### config.mk
export PLATFORM = sky130hd
export DESIGN_NAME = virtio_mmio_mq_flat
export DESIGN_NICKNAME = d
export VERILOG_FILES = /design/src/rtl/virtio_pkg.sv /design/src/rtl/virtio_mmio_mq_if.sv /design/src/rtl/virtio_notify_fifo.sv /design/src/rtl/virtio_mmio_mq.sv /design/src/flat_wrapper.sv
export SDC_FILE = /design/constraint.sdc
export NUM_CORES = 1
export LEC_CHECK = 0
export CAP_MARGIN = 10
export CORE_MARGIN = 2
export CORE_UTILIZATION = 51
export DETAILED_ROUTE_END_ITERATION = 7
export HOLD_SLACK_MARGIN = 0.03
export PLACE_DENSITY = 0.8
export SYNTH_ARGS = -nofsm -noshare
export SYNTH_HDL_FRONTEND = slang
export SYNTH_SLANG_ARGS = --single-unit
export TNS_END_PERCENT = 30
### constraint.sdc
create_clock -name clk -period 19.2 [get_ports clk]
set_input_delay 5.76 -clock clk [delete_from_list [all_inputs] [get_ports clk]]
set_output_delay 5.76 -clock clk [all_outputs]
set_load 0.005 [all_outputs]
### src/rtl/virtio_pkg.sv
// Shared constants and helpers for the virtio MMIO transport: register offsets,
// identification values and the byte-strobe merge used by every RW register.
package virtio_pkg;

  localparam logic [31:0] VirtioMagic    = 32'h7472_6976;
  localparam logic [31:0] VirtioVersion  = 32'd2;
  localparam logic [31:0] VirtioVendorId = 32'd0;

  localparam logic [11:0] AddrMagic       = 12'h000;
  localparam logic [11:0] AddrVersion     = 12'h004;
  localparam logic [11:0] AddrDeviceId    = 12'h008;
  localparam logic [11:0] AddrVendorId    = 12'h00C;
  localparam logic [11:0] AddrQueueSel    = 12'h030;
  localparam logic [11:0] AddrQueueNumMax = 12'h034;
  localparam logic [11:0] AddrQueueNum    = 12'h038;
  localparam logic [11:0] AddrQueueReady  = 12'h044;
  localparam logic [11:0] AddrQueueNotify = 12'h050;
  localparam logic [11:0] AddrIntStatus   = 12'h060;
  localparam logic [11:0] AddrIntAck      = 12'h064;
  localparam logic [11:0] AddrStatus      = 12'h070;
  localparam logic [11:0] AddrQueueDesc   = 12'h080;
  localparam logic [11:0] AddrQueueDriver = 12'h090;
  localparam logic [11:0] AddrQueueDevice = 12'h0A0;
  localparam logic [11:0] AddrOvf         = 12'h0FC;

  localparam logic [1:0] RespOkay = 2'b00;

  function automatic logic [31:0] apply_strb(logic [31:0] old_val, logic [31:0] new_val,
                                             logic [3:0] strb);
    logic [31:0] res;
    res = old_val;
    for (int b = 0; b < 4; b++) begin
      if (strb[b]) res[8*b +: 8] = new_val[8*b +: 8];
    end
    return res;
  endfunction

endpackage

### src/rtl/virtio_mmio_mq_if.sv
// AXI4-Lite register port of the virtio MMIO transport (32-bit address and data).
interface virtio_mmio_mq_if;
  logic [31:0] awaddr;
  logic [2:0]  awprot;
  logic        awvalid;
  logic        awready;
  logic [31:0] wdata;
  logic [3:0]  wstrb;
  logic        wvalid;
  logic        wready;
  logic [1:0]  bresp;
  logic        bvalid;
  logic        bready;
  logic [31:0] araddr;
  logic [2:0]  arprot;
  logic        arvalid;
  logic        arready;
  logic [31:0] rdata;
  logic [1:0]  rresp;
  logic        rvalid;
  logic        rready;

  modport master (
    output awaddr, awprot, awvalid, wdata, wstrb, wvalid, bready, araddr, arprot, arvalid,
           rready,
    input  awready, wready, bresp, bvalid, arready, rdata, rresp, rvalid
  );

  modport slave (
    input  awaddr, awprot, awvalid, wdata, wstrb, wvalid, bready, araddr, arprot, arvalid,
           rready,
    output awready, wready, bresp, bvalid, arready, rdata, rresp, rvalid
  );
endinterface

### src/rtl/virtio_notify_fifo.sv
// Queue-index FIFO between QueueNotify writes and the backend. A push into a full
// FIFO succeeds when a pop happens in the same cycle; flush empties it.
module virtio_notify_fifo #(
  parameter int unsigned WIDTH = 1,
  parameter int unsigned DEPTH = 4
) (
  input  logic             clk_i,
  input  logic             rst_i,
  input  logic             flush_i,
  input  logic             push_i,
  input  logic [WIDTH-1:0] data_i,
  input  logic             pop_i,
  output logic             valid_o,
  output logic             full_o,
  output logic [WIDTH-1:0] data_o
);

  localparam int unsigned PtrW = $clog2(DEPTH);

  logic [WIDTH-1:0] mem_q [DEPTH];
  logic [PtrW:0]    wptr_q, rptr_q;
  logic             empty, do_push, do_pop;

  // Extra pointer MSB distinguishes full from empty.
  assign empty   = (wptr_q == rptr_q);
  assign full_o  = (wptr_q[PtrW] != rptr_q[PtrW]) && (wptr_q[PtrW-1:0] == rptr_q[PtrW-1:0]);
  assign valid_o = !empty;
  assign data_o  = mem_q[rptr_q[PtrW-1:0]];
  assign do_pop  = pop_i && !empty;
  assign do_push = push_i && (!full_o || do_pop);

  always_ff @(posedge clk_i or posedge rst_i) begin
    if (rst_i) begin
      wptr_q <= '0;
      rptr_q <= '0;
      mem_q  <= '{default: '0};
    end else if (flush_i) begin
      wptr_q <= '0;
      rptr_q <= '0;
    end else begin
      if (do_push) begin
        mem_q[wptr_q[PtrW-1:0]] <= data_i;
        wptr_q <= wptr_q + 1'b1;
      end
      if (do_pop) rptr_q <= rptr_q + 1'b1;
    end
  end

endmodule

### src/rtl/virtio_mmio_mq.sv
// Virtio MMIO (version 2) transport with several virtqueues: AXI4-Lite register file,
// notify FIFO towards the backend and the interrupt status/ack logic.
module virtio_mmio_mq
  import virtio_pkg::*;
#(
  parameter int unsigned NUM_QUEUES    = 2,
  parameter int unsigned QUEUE_NUM_MAX = 8,
  parameter int unsigned NOTIFY_DEPTH  = 4,
  parameter int unsigned DEVICE_ID     = 2,
  localparam int unsigned QW = (NUM_QUEUES > 1) ? $clog2(NUM_QUEUES) : 1
) (
  input  logic                     clk,
  input  logic                     rst,
  virtio_mmio_mq_if.slave          core,
  output logic                     notify_valid,
  input  logic                     notify_ready,
  output logic [QW-1:0]            notify_queue,
  input  logic                     irq_raise,
  output logic [NUM_QUEUES-1:0]    q_ready,
  output logic [16*NUM_QUEUES-1:0] q_num,
  output logic [32*NUM_QUEUES-1:0] q_desc,
  output logic [32*NUM_QUEUES-1:0] q_avail,
  output logic [32*NUM_QUEUES-1:0] q_used,
  output logic                     virtio_interrupt
);

  logic [31:0]           queue_sel_q, queue_sel_d;
  logic [7:0]            status_q, status_d;
  logic [1:0]            int_status_q, int_status_d;
  logic                  ovf_q, ovf_d;
  logic [NUM_QUEUES-1:0] ready_q, ready_d;
  logic [15:0]           num_q   [NUM_QUEUES];
  logic [15:0]           num_d   [NUM_QUEUES];
  logic [31:0]           desc_q  [NUM_QUEUES];
  logic [31:0]           desc_d  [NUM_QUEUES];
  logic [31:0]           avail_q [NUM_QUEUES];
  logic [31:0]           avail_d [NUM_QUEUES];
  logic [31:0]           used_q  [NUM_QUEUES];
  logic [31:0]           used_d  [NUM_QUEUES];

  logic        rvalid_q, rvalid_d, bvalid_q, bvalid_d;
  logic [31:0] rdata_q, rd_data;
  logic        rd_en, wr_en, qsel_ok;
  logic [11:0] rd_addr, wr_addr;
  logic [QW-1:0] qidx;

  logic          fifo_push, fifo_flush, fifo_full, fifo_pop;
  logic [31:0]   num_wr, notify_wr;
  logic [7:0]    status_wr;
  logic          dev_reset;

  logic unused_bits;
  assign unused_bits = ^{core.awaddr[31:12], core.araddr[31:12], core.awprot, core.arprot};

  assign rd_addr = core.araddr[11:0];
  assign wr_addr = core.awaddr[11:0];
  assign qsel_ok = (queue_sel_q < NUM_QUEUES);
  assign qidx    = queue_sel_q[QW-1:0];

  // AXI4-Lite handshakes; address and data of a write are only taken together.
  assign rd_en        = core.arvalid && !rvalid_q;
  assign wr_en        = core.awvalid && core.wvalid && !bvalid_q;
  assign core.arready = !rvalid_q;
  assign core.awready = wr_en;
  assign core.wready  = wr_en;
  assign core.rvalid  = rvalid_q;
  assign core.rdata   = rdata_q;
  assign core.rresp   = RespOkay;
  assign core.bvalid  = bvalid_q;
  assign core.bresp   = RespOkay;

  always_comb begin
    rvalid_d = rvalid_q;
    bvalid_d = bvalid_q;
    if (rd_en) rvalid_d = 1'b1;
    else if (rvalid_q && core.rready) rvalid_d = 1'b0;
    if (wr_en) bvalid_d = 1'b1;
    else if (bvalid_q && core.bready) bvalid_d = 1'b0;
  end

  always_comb begin
    rd_data = '0;
    case (rd_addr)
      AddrMagic:       rd_data = VirtioMagic;
      AddrVersion:     rd_data = VirtioVersion;
      AddrDeviceId:    rd_data = DEVICE_ID;
      AddrVendorId:    rd_data = VirtioVendorId;
      AddrQueueSel:    rd_data = queue_sel_q;
      AddrQueueNumMax: if (qsel_ok) rd_data = QUEUE_NUM_MAX;
      AddrQueueNum:    if (qsel_ok) rd_data = {16'h0, num_q[qidx]};
      AddrQueueReady:  if (qsel_ok) rd_data = {31'h0, ready_q[qidx]};
      AddrIntStatus:   rd_data = {30'h0, int_status_q};
      AddrStatus:      rd_data = {24'h0, status_q};
      AddrQueueDesc:   if (qsel_ok) rd_data = desc_q[qidx];
      AddrQueueDriver: if (qsel_ok) rd_data = avail_q[qidx];
      AddrQueueDevice: if (qsel_ok) rd_data = used_q[qidx];
      AddrOvf:         rd_data = {31'h0, ovf_q};
      default:         rd_data = '0;
    endcase
  end

  always_comb begin
    queue_sel_d  = queue_sel_q;
    status_d     = status_q;
    int_status_d = int_status_q;
    ovf_d        = ovf_q;
    ready_d      = ready_q;
    num_d        = num_q;
    desc_d       = desc_q;
    avail_d      = avail_q;
    used_d       = used_q;
    fifo_push    = 1'b0;
    fifo_flush   = 1'b0;
    dev_reset    = 1'b0;
    num_wr       = apply_strb({16'h0, num_q[qidx]}, core.wdata, core.wstrb);
    notify_wr    = apply_strb(32'h0, core.wdata, core.wstrb);
    status_wr    = core.wstrb[0] ? core.wdata[7:0] : status_q;

    if (wr_en) begin
      case (wr_addr)
        AddrQueueSel: queue_sel_d = apply_strb(queue_sel_q, core.wdata, core.wstrb);
        AddrQueueNum: begin
          if (qsel_ok && num_wr != 32'h0 && num_wr <= QUEUE_NUM_MAX) num_d[qidx] = num_wr[15:0];
        end
        AddrQueueReady: if (qsel_ok && core.wstrb[0]) ready_d[qidx] = core.wdata[0];
        AddrQueueNotify: begin
          if (notify_wr < NUM_QUEUES && ready_q[notify_wr[QW-1:0]]) fifo_push = 1'b1;
        end
        AddrIntAck: int_status_d = int_status_q & ~(core.wdata[1:0] & {2{core.wstrb[0]}});
        AddrStatus: begin
          status_d = status_wr;
          if (status_wr == 8'h0) dev_reset = 1'b1;
          if (status_wr[6]) int_status_d[1] = 1'b1;
        end
        AddrQueueDesc:   if (qsel_ok) desc_d[qidx] = apply_strb(desc_q[qidx], core.wdata, core.wstrb);
        AddrQueueDriver: if (qsel_ok) avail_d[qidx] = apply_strb(avail_q[qidx], core.wdata, core.wstrb);
        AddrQueueDevice: if (qsel_ok) used_d[qidx] = apply_strb(used_q[qidx], core.wdata, core.wstrb);
        default: ;
      endcase
    end

    if (irq_raise) int_status_d[0] = 1'b1;
    // Read-to-clear first, so an overflow in the same cycle is not lost.
    if (rd_en && rd_addr == AddrOvf) ovf_d = 1'b0;
    if (fifo_push && fifo_full && !fifo_pop) ovf_d = 1'b1;

    if (dev_reset) begin
      queue_sel_d  = '0;
      int_status_d = '0;
      ovf_d        = 1'b0;
      ready_d      = '0;
      num_d        = '{default: '0};
      desc_d       = '{default: '0};
      avail_d      = '{default: '0};
      used_d       = '{default: '0};
      fifo_push    = 1'b0;
      fifo_flush   = 1'b1;
    end
  end

  always_ff @(posedge clk or posedge rst) begin
    if (rst) begin
      rvalid_q <= 1'b0;
      bvalid_q <= 1'b0;
      rdata_q  <= '0;
    end else begin
      rvalid_q <= rvalid_d;
      bvalid_q <= bvalid_d;
      if (rd_en) rdata_q <= rd_data;
    end
  end

  always_ff @(posedge clk or posedge rst) begin
    if (rst) begin
      queue_sel_q  <= '0;
      status_q     <= '0;
      int_status_q <= '0;
      ovf_q        <= 1'b0;
      ready_q      <= '0;
      num_q        <= '{default: '0};
      desc_q       <= '{default: '0};
      avail_q      <= '{default: '0};
      used_q       <= '{default: '0};
    end else begin
      queue_sel_q  <= queue_sel_d;
      status_q     <= status_d;
      int_status_q <= int_status_d;
      ovf_q        <= ovf_d;
      ready_q      <= ready_d;
      num_q        <= num_d;
      desc_q       <= desc_d;
      avail_q      <= avail_d;
      used_q       <= used_d;
    end
  end

  assign fifo_pop = notify_valid && notify_ready;

  virtio_notify_fifo #(
    .WIDTH (QW),
    .DEPTH (NOTIFY_DEPTH)
  ) u_notify_fifo (
    .clk_i   (clk),
    .rst_i   (rst),
    .flush_i (fifo_flush),
    .push_i  (fifo_push),
    .data_i  (notify_wr[QW-1:0]),
    .pop_i   (fifo_pop),
    .valid_o (notify_valid),
    .full_o  (fifo_full),
    .data_o  (notify_queue)
  );

  assign q_ready          = ready_q;
  assign virtio_interrupt = |int_status_q;

  for (genvar g = 0; g < NUM_QUEUES; g++) begin : g_queue_out
    assign q_num[16*g +: 16]   = num_q[g];
    assign q_desc[32*g +: 32]  = desc_q[g];
    assign q_avail[32*g +: 32] = avail_q[g];
    assign q_used[32*g +: 32]  = used_q[g];
  end

endmodule

### src/flat_wrapper.sv
// flat-port wrapper written by rule: the top's interface ports become plain ports
module virtio_mmio_mq_flat import virtio_pkg::*;
#(
  parameter int unsigned NUM_QUEUES    = 2,
  parameter int unsigned QUEUE_NUM_MAX = 8,
  parameter int unsigned NOTIFY_DEPTH  = 4,
  parameter int unsigned DEVICE_ID     = 2,
  localparam int unsigned QW = (NUM_QUEUES > 1) ? $clog2(NUM_QUEUES) : 1
)
  (clk, rst, notify_valid, notify_ready, notify_queue, irq_raise, q_ready, q_num, q_desc, q_avail, q_used, virtio_interrupt, core_awaddr, core_awprot, core_awvalid, core_wdata, core_wstrb, core_wvalid, core_bready, core_araddr, core_arprot, core_arvalid, core_rready, core_awready, core_wready, core_bresp, core_bvalid, core_arready, core_rdata, core_rresp, core_rvalid);
  virtio_mmio_mq_if core_i ();
  input  logic clk;
  input  logic rst;
  output logic notify_valid;
  input  logic notify_ready;
  output logic [QW-1:0] notify_queue;
  input  logic irq_raise;
  output logic [NUM_QUEUES-1:0] q_ready;
  output logic [16*NUM_QUEUES-1:0] q_num;
  output logic [32*NUM_QUEUES-1:0] q_desc;
  output logic [32*NUM_QUEUES-1:0] q_avail;
  output logic [32*NUM_QUEUES-1:0] q_used;
  output logic virtio_interrupt;
  input wire logic [$bits(core_i.awaddr)-1:0] core_awaddr;
  input wire logic [$bits(core_i.awprot)-1:0] core_awprot;
  input wire logic [$bits(core_i.awvalid)-1:0] core_awvalid;
  input wire logic [$bits(core_i.wdata)-1:0] core_wdata;
  input wire logic [$bits(core_i.wstrb)-1:0] core_wstrb;
  input wire logic [$bits(core_i.wvalid)-1:0] core_wvalid;
  input wire logic [$bits(core_i.bready)-1:0] core_bready;
  input wire logic [$bits(core_i.araddr)-1:0] core_araddr;
  input wire logic [$bits(core_i.arprot)-1:0] core_arprot;
  input wire logic [$bits(core_i.arvalid)-1:0] core_arvalid;
  input wire logic [$bits(core_i.rready)-1:0] core_rready;
  output wire logic [$bits(core_i.awready)-1:0] core_awready;
  output wire logic [$bits(core_i.wready)-1:0] core_wready;
  output wire logic [$bits(core_i.bresp)-1:0] core_bresp;
  output wire logic [$bits(core_i.bvalid)-1:0] core_bvalid;
  output wire logic [$bits(core_i.arready)-1:0] core_arready;
  output wire logic [$bits(core_i.rdata)-1:0] core_rdata;
  output wire logic [$bits(core_i.rresp)-1:0] core_rresp;
  output wire logic [$bits(core_i.rvalid)-1:0] core_rvalid;
  assign core_i.awaddr = core_awaddr;
  assign core_i.awprot = core_awprot;
  assign core_i.awvalid = core_awvalid;
  assign core_i.wdata = core_wdata;
  assign core_i.wstrb = core_wstrb;
  assign core_i.wvalid = core_wvalid;
  assign core_i.bready = core_bready;
  assign core_i.araddr = core_araddr;
  assign core_i.arprot = core_arprot;
  assign core_i.arvalid = core_arvalid;
  assign core_i.rready = core_rready;
  assign core_awready = core_i.awready;
  assign core_wready = core_i.wready;
  assign core_bresp = core_i.bresp;
  assign core_bvalid = core_i.bvalid;
  assign core_arready = core_i.arready;
  assign core_rdata = core_i.rdata;
  assign core_rresp = core_i.rresp;
  assign core_rvalid = core_i.rvalid;
  virtio_mmio_mq #(.NUM_QUEUES(NUM_QUEUES), .QUEUE_NUM_MAX(QUEUE_NUM_MAX), .NOTIFY_DEPTH(NOTIFY_DEPTH), .DEVICE_ID(DEVICE_ID)) u_core (.clk(clk), .rst(rst), .core(core_i), .notify_valid(notify_valid), .notify_ready(notify_ready), .notify_queue(notify_queue), .irq_raise(irq_raise), .q_ready(q_ready), .q_num(q_num), .q_desc(q_desc), .q_avail(q_avail), .q_used(q_used), .virtio_interrupt(virtio_interrupt));
endmodule
# After elaboration in Yosys (flattened, before gate mapping)
# Index checks and enable logic that the tools add are counted.
[classes] n_div=0 magnitude_cmp=11 bitwise=7 reduce_logical=65 shift=0 mul=0 n_eq_ne=25 n_mux=147 n_addsub=2
[ops] operator="$mux 64" n=12
[ops] operator="$mux 32" n=20
[ops] operator="$mux 8" n=59
[ops] operator="$pmux 32 s12" n=1
[ops] operator="$bwmux 64" n=3
[ops] operator="$eq 12x7->1 const B" n=7
[ops] operator="$eq 12x8->1 const B" n=7
[ops] operator="$mux 16" n=5
[ops] operator="$lt 32x2->1 const B" n=2
[ops] operator="$eq 12x6->1 const B" n=5
[ops] operator="$reduce_bool 2->1" n=18
[ops] operator="$bwmux 32" n=1
[ops] operator="$demux 32 s1" n=1
[ops] operator="$le 32x4->1 const B" n=1
[ops] operator="$reduce_bool 32->1" n=1
[ops] operator="$reduce_and 3->1" n=10
[ops] operator="$mux 1" n=27
[ops] operator="$logic_and 1x1->1" n=19
[ops] operator="$demux 16 s1" n=1
[ops] operator="$eq 12x3->1 const B" n=1
[ops] operator="$eq 12x4->1 const B" n=1
[ops] operator="$logic_not 12->1" n=1
[ops] operator="$mux 2" n=6
[ops] operator="$mux 3" n=4
[ops] operator="other kinds (29)" n=44
[word_totals] latch_bits=0 ram_bits=0 wordCells=283 output_inout_bits=270 reg_bits=313 n_memories=0 input_bits=115 rom_bits=0

# Depth between registers and ports, before layout
[logic_depth] word_depth=13 depth_mapped=10

# By module
# From an unflattened synthesis, not the netlist that was laid out.
[unflattened] cells_unflattened=1431 hier_area_um2=15496.1
[by_module_without_submodules] module="virtio_mmio_mq" area_per_inst_um2=14866.8 cells_each=1377 instances=1
[by_module_without_submodules] module="virtio_notify_fifo" area_per_inst_um2=629.4 cells_each=54 instances=1

# Least setup slack after synthesis
# Ideal clock, no wire load.
[synth_timing] kind="input -> output" startpoint="input core_wvalid" endpoint="output core_wready" cell_stages=4 arrival_ns=6.375 path_buffers=2 t_required_ns=13.440 slack_ns=7.065 cell_sequence="nand3b_1 > inv_1 > clkbuf_1 > buf_4"
[synth_between] elab_chain_len=2
[synth_rtl] element="from (decl)" line_no="flat_wrapper.sv:29" text="input wire logic [$bits(core_i.wvalid)-1:0] core_wvalid;"
[synth_rtl] element="$logic_and 1x1->1 (2 in a row)" line_no="virtio_mmio_mq.sv:62" text="assign wr_en = core.awvalid && core.wvalid && !bvalid_q;"
[synth_rtl] element="to (decl)" line_no="flat_wrapper.sv:36" text="output wire logic [$bits(core_i.wready)-1:0] core_wready;"
# No other way between the ends.

# Final worst setup path
# Ends and elaborated chain as after synthesis.

==> results.cfg <==
[global_routing]
grt_start_max_net_pins = 173
grt_antenna_before_repair = 2
grtUsageTotal_pct = 31.5
grt_pass1_vias = 13700
overflow = 0
grt_pass1_wl_mm = 81.0

[synth]
synth-compound-area-share_pct = 11.1
syn_area_per_cell_um2 = 10.6
ys_ff_latch = 313
synth_top_family_by_area = multiplexers
syn_inst = 1517
synth_cell_types = 72
synth_top_area_share_pct = 48.7
ys_seq_area_share_pct = 48.7
synthAdderAreaFrac_pct = 0.389
yosysTopAreaCell = dfrtp_1
synth_flop_cell = dfrtp_1
synth-simple-area-share_pct = 16.8
yosys_warnings = 0
synthesis.area_um2 = 16100
synth_mux_area_share_pct = 19.3
synth_xor_area_share_pct = 0.272
async_flop_share_pct = 100
synth-edff-count = 0
yosys-top-cells-area = dfrtp_1 (49%), mux2i_1 (13%), nor2_1 (4.5%)

[placement]
portBuffers = 334
place_ws_ns = 6.07
place_congestion = 0.903
dp_hpwl_mm = 36.2

[route]
vias_per_cell = 6.25
ant_nets = 0
wl_per_cell_um = 23.7
drt_wl_total_mm = 52.7
drtIter0Drc = 1385
dr.pass1.iters = 7
drcViolationCount = 0
num_vias = 13900

[layout]
ff_latch_area_um2 = 7840
final_layout_size_suffix_gt1_share_pct = 10.3
area_growth_pct = 29.2
nets = 1918
nFillCells = 2352
multi_input_area_um2 = 7740

[setup_path]
cp_max_fo = 12
crit_type = in2out
cp_data_arrival_time_ns = 7.43
required_ns = 13.44
start_kind = primary input
cp-end-kind = primary output

[floorplanning]
start_util_pct = 51.4
dieArea_um2 = 33000
die_w_um = 182
num_rows = 65
die_y_um = 182
core-area_um2 = 31300
io-pin-count = 385

[pwr]
vdd_drop_max_mv = 0.0851
total_power_mw = 1.44
powerDensity_nw_per_um2 = 69.4
p_leak_nw = 9.74

[clock_network]
clock_path_buffers = 3
htreeDepth = 2
cts_tree = yes
post-cts-setup-buffers = 0
clk_pin_slew_ns = 0.06
cts_resized = 0
cts_made_buffers = 35
ctsHoldBuffers = 0
clockRootBuffer = clkbuf_16
clock_latency_ns = 0.52
cts_sinks = 313

[sta]
finalSetupViolations = 0
finalHoldViolations = 0
fmax_mhz = 75.8
layout_setup_ws_ns = 6.01
finalCriticalPeriod_ns = 13.19
clock_skew_ns = 0.0166
finalMaxSlewViolations = 0
setup_tns_ns = 0
maxSlewHeadroom_pct = 21.7
rsz0062_at_grt = no
worstMarginPinSlew_ns = 1.17
period_share_pct = 68.7

[worst_hold_path]
hp-class = reg2reg

[run_status]
status = finished, final reports clean

[flow_run]
maxCapViolations = 0
-- synthesized netlist by cell type, types with 10 or more instances --
cell type / number
o21ai_0: 75
a22oi_1: 27
or4_1: 14
nor4_1: 16
nand3_1: 50
dfrtp_1: 313
nand2_1: 89
buf_2: 21
or2_0: 29
a21oi_1: 69
mux2_2: 61
a32o_1: 22
clkbuf_1: 76
mux2i_1: 201
mux4_2: 17
nor3_1: 13
and2_1: 29
nor2_1: 191
o22ai_1: 17
nand2b_1: 10
a22o_1: 19
-- critical path, cell delays in order --
cell             delay (ns)
clkdlybuf4s50_1        0.46
nand3b_1               0.13
inv_1                  0.39
clkdlybuf4s50_1        0.68
-- path summary, 6_finish.rpt --
check / end / depth (start not counted) / startpoint / slack [ns]
setup reg to reg: u_core.q_avail[21]$_DFFE_PP0P_ / 7 / u_core.core.bvalid$_DFFE_PP0P_ / 15.11
min in group asynchronous: u_core.q_desc[31]$_DFFE_PP0P_ / 2 / rst / 5.81
hold reg to reg: u_core.core.rdata[13]$_DFFE_PP0P_ / 2 / u_core.core.rdata[13]$_DFFE_PP0P_ / 0.48
setup / recovery: core_wready / 4 / core_wvalid / 6.01
hold / removal: u_core.core.rdata[13]$_DFFE_PP0P_ / 2 / u_core.core.rdata[13]$_DFFE_PP0P_ / 0.48
max in group asynchronous: u_core.q_used[35]$_DFFE_PP0P_ / 3 / rst / 11.80
-- metal layers --
metal	track usage (%)	vias up	share of wire [%]
li1	-	6080	-
met1	41.7	6993	41
met5	0	-	0.023
met2	50.7	691	47
met3	7.74	125	8.7
met4	11.1	2	3.4
-- power breakdown --
group          switching (mW)  internal [mW]
logic                  0.0593         0.0335
clock network           0.269          0.411
registers             0.00504          0.664
-- flip-flops by register name, summed over array words and instances (netlist names), 2 cells and up --
register / cells
u_core.q_desc: 64
u_core.q_num: 32
u_core.q_used: 64
u_core.status_q: 8
u_core.int_status_q: 2
u_core.u_notify_fifo.mem_q: 4
u_core.u_notify_fifo.wptr_q: 3
u_core.q_ready: 2
u_core.core.rdata: 32
u_core.u_notify_fifo.rptr_q: 3
u_core.queue_sel_q: 32
u_core.q_avail: 64
-- cells by family (layout without fill, tap and decap cells) --
family	count (synthesis)	after routing
AOI/OAI and AO/OA	273	273
xor gates and xnor gates	5	5
adders and majority gates	5	5
buffers and inverters	122	423
DFF	313	313
muxes	281	281
other	1	5
and+or+nand+nor	517	517
-- final cells by class --
class	instances	area share [%]
diodes	1	0.0120
clock buffers	52	4.97
clock inverters	8	0.554
inverters	9	0.199
multi-input cells	1085	37.2
flip-flops and latches	313	37.7
well taps	402	2.42
repair buffers	354	16.9
-- cell usage in the layout, fill, tap and decap left out, types with 5 or more instances in the layout --
cell type	n
a21oi_1	69
a221oi_1	5
a222oi_1	5
a22o_1	19
a22oi_1	27
a31oi_1	6
a32o_1	22
and2_1	29
and3_1	8
buf_4	19
clkbuf_1	10
clkbuf_16	37
clkbuf_8	5
clkdlybuf4s50_1	334
clkinv_2	5
dfrtp_1	312
ha_1	5
inv_1	7
mux2_2	61
mux2i_1	201
mux4_2	17
nand2_1	88
nand2b_1	10
nand3_1	49
nand4_1	7
nand4_2	5
nand4b_1	6
nor2_1	189
nor2b_1	7
nor3_1	13
nor3b_1	5
nor4_1	16
o21ai_0	75
o221ai_1	7
o22ai_1	17
or2_0	29
or2_2	8
or3_1	5
or4_1	14
-- through the flow --
stage	area (µm²)	instances	util, %	hold slack [ns]
final	20800	2224	66.3	0.485
after global routing	20800	2224	66.3	0.509
after CTS	20800	2223	66.3	0.488
after detailed placement	19600	2163	62.7	0.475
after global placement	19600	2163	62.7	0.462
after floorplan	16100	1520	-	0.464
Power figures use the tool's default switching activity.
